**config.mk**
```make
export PLATFORM = sky130hd
export DESIGN_NAME = dmem_arbiter
export DESIGN_NICKNAME = d
export VERILOG_FILES = /design/src/rtl/dmem_arbiter.sv
export SDC_FILE = /design/constraint.sdc
export NUM_CORES = 1
export LEC_CHECK = 0
export BUFFER_PORTS_ARGS = -buffer_cell sky130_fd_sc_hd__buf_2
export CAP_MARGIN = 15
export CELL_PAD_IN_SITES_DETAIL_PLACEMENT = 1
export CELL_PAD_IN_SITES_GLOBAL_PLACEMENT = 1
export CORE_MARGIN = 4
export CORE_UTILIZATION = 33
export DETAILED_ROUTE_END_ITERATION = 16
export GPL_TIMING_DRIVEN = 0
export PLACE_DENSITY_LB_ADDON = 0.08
export SLEW_MARGIN = 20
export SYNTH_ARGS = -nofsm -noshare
export SYNTH_HDL_FRONTEND = slang
export SYNTH_SLANG_ARGS = --single-unit
```
**constraint.sdc**
```tcl
create_clock -name clk -period 6.11 [get_ports clk]
set_input_delay 1.222 -clock clk [delete_from_list [all_inputs] [get_ports clk]]
set_output_delay 1.222 -clock clk [all_outputs]
set_load 0.005 [all_outputs]
```
**src/rtl/dmem_arbiter.sv**
```systemverilog
// dmem_arbiter: two-requester arbiter in front of a single-port data memory (IDLE/ACCESS FSM).
// Tie-break is fixed priority to requester 0 unless DMEM_ARB_ROUND_ROBIN_EN is defined.
module dmem_arbiter #(
    parameter int unsigned ADDR_W = 32,
    parameter int unsigned DATA_W = 32,
    parameter int unsigned DEPTH  = 256
) (
    input  logic              clk,
    input  logic              reset,
    input  logic              req0,
    input  logic              req1,
    input  logic              we0,
    input  logic              we1,
    input  logic [ADDR_W-1:0] addr0,
    input  logic [ADDR_W-1:0] addr1,
    input  logic [DATA_W-1:0] wdata0,
    input  logic [DATA_W-1:0] wdata1,
    output logic              gnt0,
    output logic              gnt1,
    output logic              done0,
    output logic              done1,
    output logic              err0,
    output logic              err1,
    output logic [DATA_W-1:0] rdata0,
    output logic [DATA_W-1:0] rdata1,
    output logic              mem_write_en,
    output logic [ADDR_W-1:0] mem_addr,
    output logic [DATA_W-1:0] mem_wr_data,
    input  logic [DATA_W-1:0] mem_rd_data
);

    localparam int unsigned CMP_W = ADDR_W + 1;

    typedef enum logic {
        IDLE   = 1'b0,
        ACCESS = 1'b1
    } state_t;

    state_t            state;
    state_t            state_next;
    logic              sel1;
    logic              tie_to1;
    logic              accept;
    logic              sel_we;
    logic [ADDR_W-1:0] sel_addr;
    logic [DATA_W-1:0] sel_wdata;
    logic              sel_in_range;
    logic              owner;
    logic              we_q;
    logic              in_range_q;
    logic [ADDR_W-1:0] addr_q;
    logic [DATA_W-1:0] wdata_q;

`ifdef DMEM_ARB_ROUND_ROBIN_EN
    // On a tie, favour whichever requester did not win the previous grant.
    logic last_winner;

    assign tie_to1 = ~last_winner;

    always_ff @(posedge clk or posedge reset) begin
        if (reset) begin
            last_winner <= 1'b1;
        end else if (accept) begin
            last_winner <= sel1;
        end
    end
`else
    assign tie_to1 = 1'b0;
`endif

    assign sel1         = req1 & (~req0 | tie_to1);
    assign sel_we       = sel1 ? we1 : we0;
    assign sel_addr     = sel1 ? addr1 : addr0;
    assign sel_wdata    = sel1 ? wdata1 : wdata0;
    assign sel_in_range = {1'b0, sel_addr} < CMP_W'(DEPTH);
    assign accept       = gnt0 | gnt1;

    always_ff @(posedge clk or posedge reset) begin
        if (reset) begin
            state <= IDLE;
        end else begin
            state <= state_next;
        end
    end

    // Grant only from IDLE; ACCESS always lasts exactly one cycle.
    always_comb begin
        state_next = state;
        gnt0       = 1'b0;
        gnt1       = 1'b0;
        if (state == IDLE) begin
            if (!reset && (req0 || req1)) begin
                gnt0       = ~sel1;
                gnt1       = sel1;
                state_next = ACCESS;
            end
        end else begin
            state_next = IDLE;
        end
    end

    always_ff @(posedge clk or posedge reset) begin
        if (reset) begin
            owner      <= 1'b0;
            we_q       <= 1'b0;
            in_range_q <= 1'b0;
            addr_q     <= '0;
            wdata_q    <= '0;
            done0      <= 1'b0;
            done1      <= 1'b0;
            err0       <= 1'b0;
            err1       <= 1'b0;
            rdata0     <= '0;
            rdata1     <= '0;
        end else begin
            done0 <= 1'b0;
            done1 <= 1'b0;
            err0  <= 1'b0;
            err1  <= 1'b0;
            if (accept) begin
                owner      <= sel1;
                we_q       <= sel_we;
                in_range_q <= sel_in_range;
                addr_q     <= sel_addr;
                wdata_q    <= sel_wdata;
            end
            // Completion: pulse the owner's done/err and capture read data.
            if (state == ACCESS) begin
                if (owner) begin
                    done1 <= 1'b1;
                    err1  <= ~in_range_q;
                    if (!we_q && in_range_q) begin
                        rdata1 <= mem_rd_data;
                    end
                end else begin
                    done0 <= 1'b1;
                    err0  <= ~in_range_q;
                    if (!we_q && in_range_q) begin
                        rdata0 <= mem_rd_data;
                    end
                end
            end
        end
    end

    assign mem_addr     = addr_q;
    assign mem_wr_data  = wdata_q;
    assign mem_write_en = (state == ACCESS) & we_q & in_range_q;

endmodule

```
* Word-level counts from Yosys, hierarchy flattened
Index checks and enable logic that the tools add are counted.
** Word-level totals
- Latch bits :: 0
- Bits of input ports :: 166
- Memories kept :: 0
- Bits in read-only memories :: 0
- RAM bits :: 0
- Output and inout bits :: 135
- Word-level logic and storage cells :: 45
- Bits in registers :: 136
** Operators by class
- Mux-type cells :: 17
- Bitwise logic cells :: 8
- Add/subtract/negate cells :: 0
- Divide/modulo/power cells :: 0
- Magnitude comparators :: 1
- Equal/unequal tests :: 0
- Multiply operators :: 0
- Reductions and logical operators :: 7
- Shifts and indexed selects :: 0
** Operators by type and width (count)
- $mux W32 :: 2
- $lt A32 B9 Y1 const B :: 1
- $mux W1 :: 15
- $reduce_and A3 Y1 :: 2
- $not A1 Y1 :: 4
- $and A1 B1 Y1 :: 3
- $logic_and A1 B1 Y1 :: 2
- $logic_not A1 Y1 :: 2
- $logic_or A1 B1 Y1 :: 1
- $or A1 B1 Y1 :: 1

* Depth between registers and ports, before layout
- Depth after elaboration :: 6
- Gate-level depth with buffers :: 6
- Gate-level depth less buffers :: 5

* Least setup slack after synthesis
Ideal clock, no wire load.
- Path kind :: input to output
- From :: input port req0
- To :: output port gnt1
- Setup slack :: 2.879 ns
- Buffers on the path :: 2
- Arrival :: 2.009 ns
- Required time :: 4.888 ns
- Stages on the path :: 4
- Cells stage by stage :: nand2b_4 buf_2 nor3_2 buf_2
** On the way
- Longest elaborated chain between the ends :: 4
- Elaborated cells on any way between the ends :: 6
- Classes of those cells :: mux (2); bitwise (2); reduce/logical (2)
** Ends and longest elaborated chain
- from (decl) :: RTL line 10 : input logic req0,
- $not A1 Y1 or $logic_or A1 B1 Y1 (tied branches) :: RTL line 71, 92
- $and A1 B1 Y1 or $logic_and A1 B1 Y1 (tied branches) :: RTL line 71, 92
- $mux W1 * :: RTL line 92 : if (!reset && (req0 || req1)) begin
- $mux W1 * :: RTL line 91 : if (state == IDLE) begin
- to (decl) :: RTL line 19 : output logic gnt1,
Every way passes the cells marked *; elsewhere a longest branch is shown, timed or not.

* Final worst setup path
Ends and elaborated chain as after synthesis.

==> results.md <==
- The mapped netlist covers 5500 um^2.
- Of the available clock period, the critical path in the final layout requires 62.3%.
- The number of placed cells counting well taps is 935.
- The highest net fanout along the worst path is 10.
- The first-pass GRT wire length is 28200 um.
- The kind of start point of the critical path is an input pin.
- The path class of the lowest-slack min-delay path is flip-flop to flip-flop.
- The cell that appears most often on the critical path is sky130_fd_sc_hd__buf_2.
- Counting both buffers and inverters, the worst setup path holds a total of 4.
- Buffers placed on the I/O ports in this run total 300.
- The final core utilization is 49.0%.
- The die area is 18800 um^2.
- The part of the Yosys area used for sequential elements is 61.9%.
- The H-tree generated during clock tree synthesis spans 4 levels.
- The setup slack of the most critical reg-to-reg path is 4.31 ns.
- The x dimension of the die is 137 um.
- Routability-driven placement finished with a final weighted congestion of 0.790.
- The number of cells on the worst reg-to-reg path is 5.
- The overall power is 0.00241 W.
- The final layout contains routed wiring with a total length of 18500 um.
- The die extent in y is 137 um.
- For the pin with the worst max-slew slack, the measured transition is 0.662 ns.
- The most critical setup path has its endpoint at gnt1.
- Of the cells placed in the final design, the portion with a size suffix greater than 1 is 54.7%.
- The number of nets in the synthesized netlist is 584.
- In this run the core area contains 46 standard-cell rows.
- TritonCTS built the clock tree.
- The detailed-routing iteration count for the pre-antenna-repair pass is 6.
- The gate count after technology mapping is 418.
- The startpoint identified for the worst hold timing path is mem_addr[17].
- The startpoint identified for the worst register-to-register timing path is state.
- Once layout is complete, the cells apart from fillers number 967.
- The via count of the first global-routing pass is 5338.
- The worst clock skew is 0.00757 ns.
- The synthesized design contains 136 register bits.
- For this design the ratio of total power to cell area is 305 nW/um^2.
- The clock passes through at most 2 buffers.
- The number of inserted diodes is 0.
- The max-slew violation count is 0.
- For this run, the total global-route usage over all layers was measured as 19.5%.
- VDD sags by at most 0.000200 V.
- 301 I/O pins were placed.
- For this design, the slowest cell found on the critical path is sky130_fd_sc_hd__nor3_2.
- After synthesis, the netlist uses 32 different library cells.
- Clock-pin slew was measured on the worst setup and hold paths at 0.06 ns.
- The count of clock tree sinks is 136.
- Max-cap violations in this run came to 0.
- The routed design could run at a clock period as short as 3.80 ns.
- The most critical setup path has its startpoint at req0.
- After clock tree synthesis, the flow added hold-fix buffers numbering 0.
- Before CTS, the worst setup slack after placement is 2.28 ns.
- The number of antenna violations at the first check in global routing is 0.
- For this configuration, the core starts out at a cell density of 34.1%.
- Setup violations remaining at the end of the flow were counted as 0.
- The post-cts sizing count is 0.
- The total via count in the routed design is 4768.
- The critical path crosses 6 cells after its start point.
- The worst pin sits at a relative slew slack of 55.6%.
- The category of the worst setup path capture point is an output port.
- The average cell area after synthesis is 13.1 um^2.
- From synthesis to final layout, the design area changed by 43.7%.
- The number of hold-slack violations in the final timing report is 0.
- The finished cells cover 7900 um^2.
- The total leakage power is 4.43 nW.
- In this run, CTS created clock tree buffers numbering 17.
- The highest cell delay on the worst timing path is 0.41 ns.
- The violation count after the first detailed-routing iteration is 273.
- Once routing completed, OpenROAD measured the worst setup slack at 2.31 ns.
- In the routed design, unresolved DRC markers number 0.
- Setup repair after global routing left no endpoint under its margin.
- Clock latency on the worst-skew pair, taken at its later pin, is 0.41 ns.
- The count of nets left with antenna violations after detail routing is 0.
- Data on the critical path arrives at its endpoint at 2.58 ns.
- The critical path is of the input pin to output port type.
- Grouping stages by cell kind, the critical path spends the most delay in buffers and inverters.
- Global routing finished with a remaining overflow of 0.
- The pin count of the biggest net entering global routing is 79.
- The terminus of the critical flop-to-flop path is rdata0[7].
- The HPWL reported at the end of detailed placement is 14400 um.
- The run finished with clean final reports.
- The area of placed instances is 7300 um^2.
- The net count of the finished layout is 904.
- CTS placed an instance of sky130_fd_sc_hd__clkbuf_16 at the clock tree root.
- Traced cell by cell, the critical path runs through buf_2 -> nand2b_4 -> buf_2 -> nor3_2 -> buf_2 -> buf_2.
- Data on the critical path is required at its endpoint by 4.89 ns.
- The number of vias per cell after detailed routing is 4.93.
- The routed length per instance is 19.1 um.
- Counting the fill cells in the layout gives 1824.
- The post-CTS setup repair buffer count is 0.
- Timing would allow up to 0.263 GHz.
- The standard cell core area is 16100 um^2.
- The number of warnings issued by yosys is 0.
==> flip-flops by register name, indices dropped and copies added (netlist names) <==
signal       cells
err1             1
done1            1
mem_addr        32
state            1
rdata0          32
done0            1
err0             1
rdata1          32
in_range_q       1
owner            1
mem_wr_data     32
we_q             1
==> through the flow <==
step / hold slack (ns) / setup TNS (ns)
floorplan: 0.433 / 0
global placement: 0.462 / -51.93
detailed placement: 0.468 / 0
CTS: 0.481 / 0
global route: 0.510 / 0
finish: 0.477 / 0
==> routing by layer <==
layer	part of all wire, %	vias to the layer above	routed length (um)	global-route usage [%]
met5	0	-	0	0
met4	2.5	0	471	7.76
met3	8.3	37	1530	5.85
met2	51	220	9390	33.1
met1	38	2343	7120	23.1
li1	-	2168	-	-
==> worst register-to-register path, delay by kind of cell, from the launching register on <==
family                 cells  cell delay (ns)
and+or+nand+nor            2             0.40
DFF                        1             0.42
buffers and inverters      2             0.51
muxes                      1             0.37
==> layout by cell type (no fill, tap or decap), drive strengths merged, types with 2 or more instances in the layout <==
cell,instances
clkinvlp,3
nor3,3
nor2,3
inv,46
or4,2
mux2i,23
clkinv,6
clkbuf,34
nor4,7
nand2,25
dfrtp,136
nand4,2
mux2,64
buf,314
bufinv,3
a222oi,41
o21ai,24
nor2b,3
==> cells in the mapped netlist, drive strengths merged <==
| library cell | instances | area share, % |
|---|---|---|
| clkinv | 1 | 0.068 |
| o21ai | 24 | 2.2 |
| o22ai | 1 | 0.23 |
| nand4 | 2 | 0.23 |
| and3b | 1 | 0.16 |
| nor2 | 3 | 0.20 |
| nor3 | 3 | 0.36 |
| and2 | 1 | 0.11 |
| o31ai | 1 | 0.14 |
| mux2 | 64 | 13 |
| and3 | 1 | 0.11 |
| clkbuf | 14 | 0.96 |
| dfrtp | 136 | 62 |
| a21oi | 1 | 0.091 |
| mux2i | 23 | 4.2 |
| a21o | 1 | 0.14 |
| nand3b | 1 | 0.14 |
| a32o | 1 | 0.18 |
| buf | 13 | 1.3 |
| nand2 | 25 | 1.7 |
| a222oi | 41 | 7.5 |
| o2bb2ai | 1 | 0.16 |
| inv | 45 | 3.1 |
| nor2b | 3 | 0.34 |
| nand3 | 1 | 0.091 |
| or4 | 2 | 0.27 |
| nor4 | 7 | 0.80 |
| nand2b | 1 | 0.25 |
==> cell type report <==
cell class,instances,area [um^2],area share [%]
buffer,27,125,1.58
clock buffer,20,447,5.65
clock inverter,12,150,1.90
inverter,46,180,2.28
multi-input combinational,209,1800,22.7
sequential,136,3400,43.1
tap,216,270,3.42
timing repair buffer,301,1530,19.4
==> power breakdown <==
part,switching [W],internal [W]
Sequential,0.0000507,0.000989
Clock,0.000388,0.000651
Combinational,0.000170,0.000158
Total,0.000608,0.00180
==> logic make-up (layout without fill, tap and decap cells) <==
group                  count (synthesis)  after routing  share of synthesized area [%]
buffers and inverters                 73            406                           5.42
flip-flops                           136            136                           61.9
AO/OA/AOI/OAI                         71             71                           10.6
multiplexers                          87             87                           17.3
AND/OR/NAND/NOR                       51             51                           4.78
==> worst min path at each step <==
stage | endpoint | slack (ns) | depth (start not counted)
6_report | mem_addr[17] | 0.48 | 2
5_1_grt | mem_addr[29] | 0.51 | 2
4_1_cts | mem_addr[17] | 0.48 | 2
3_5_place_dp | mem_addr[17] | 0.47 | 2
3_3_place_gp | mem_addr[28] | 0.46 | 2
2_1_floorplan | done0 | 0.43 | 1
(Power assumes the default switching activity.)
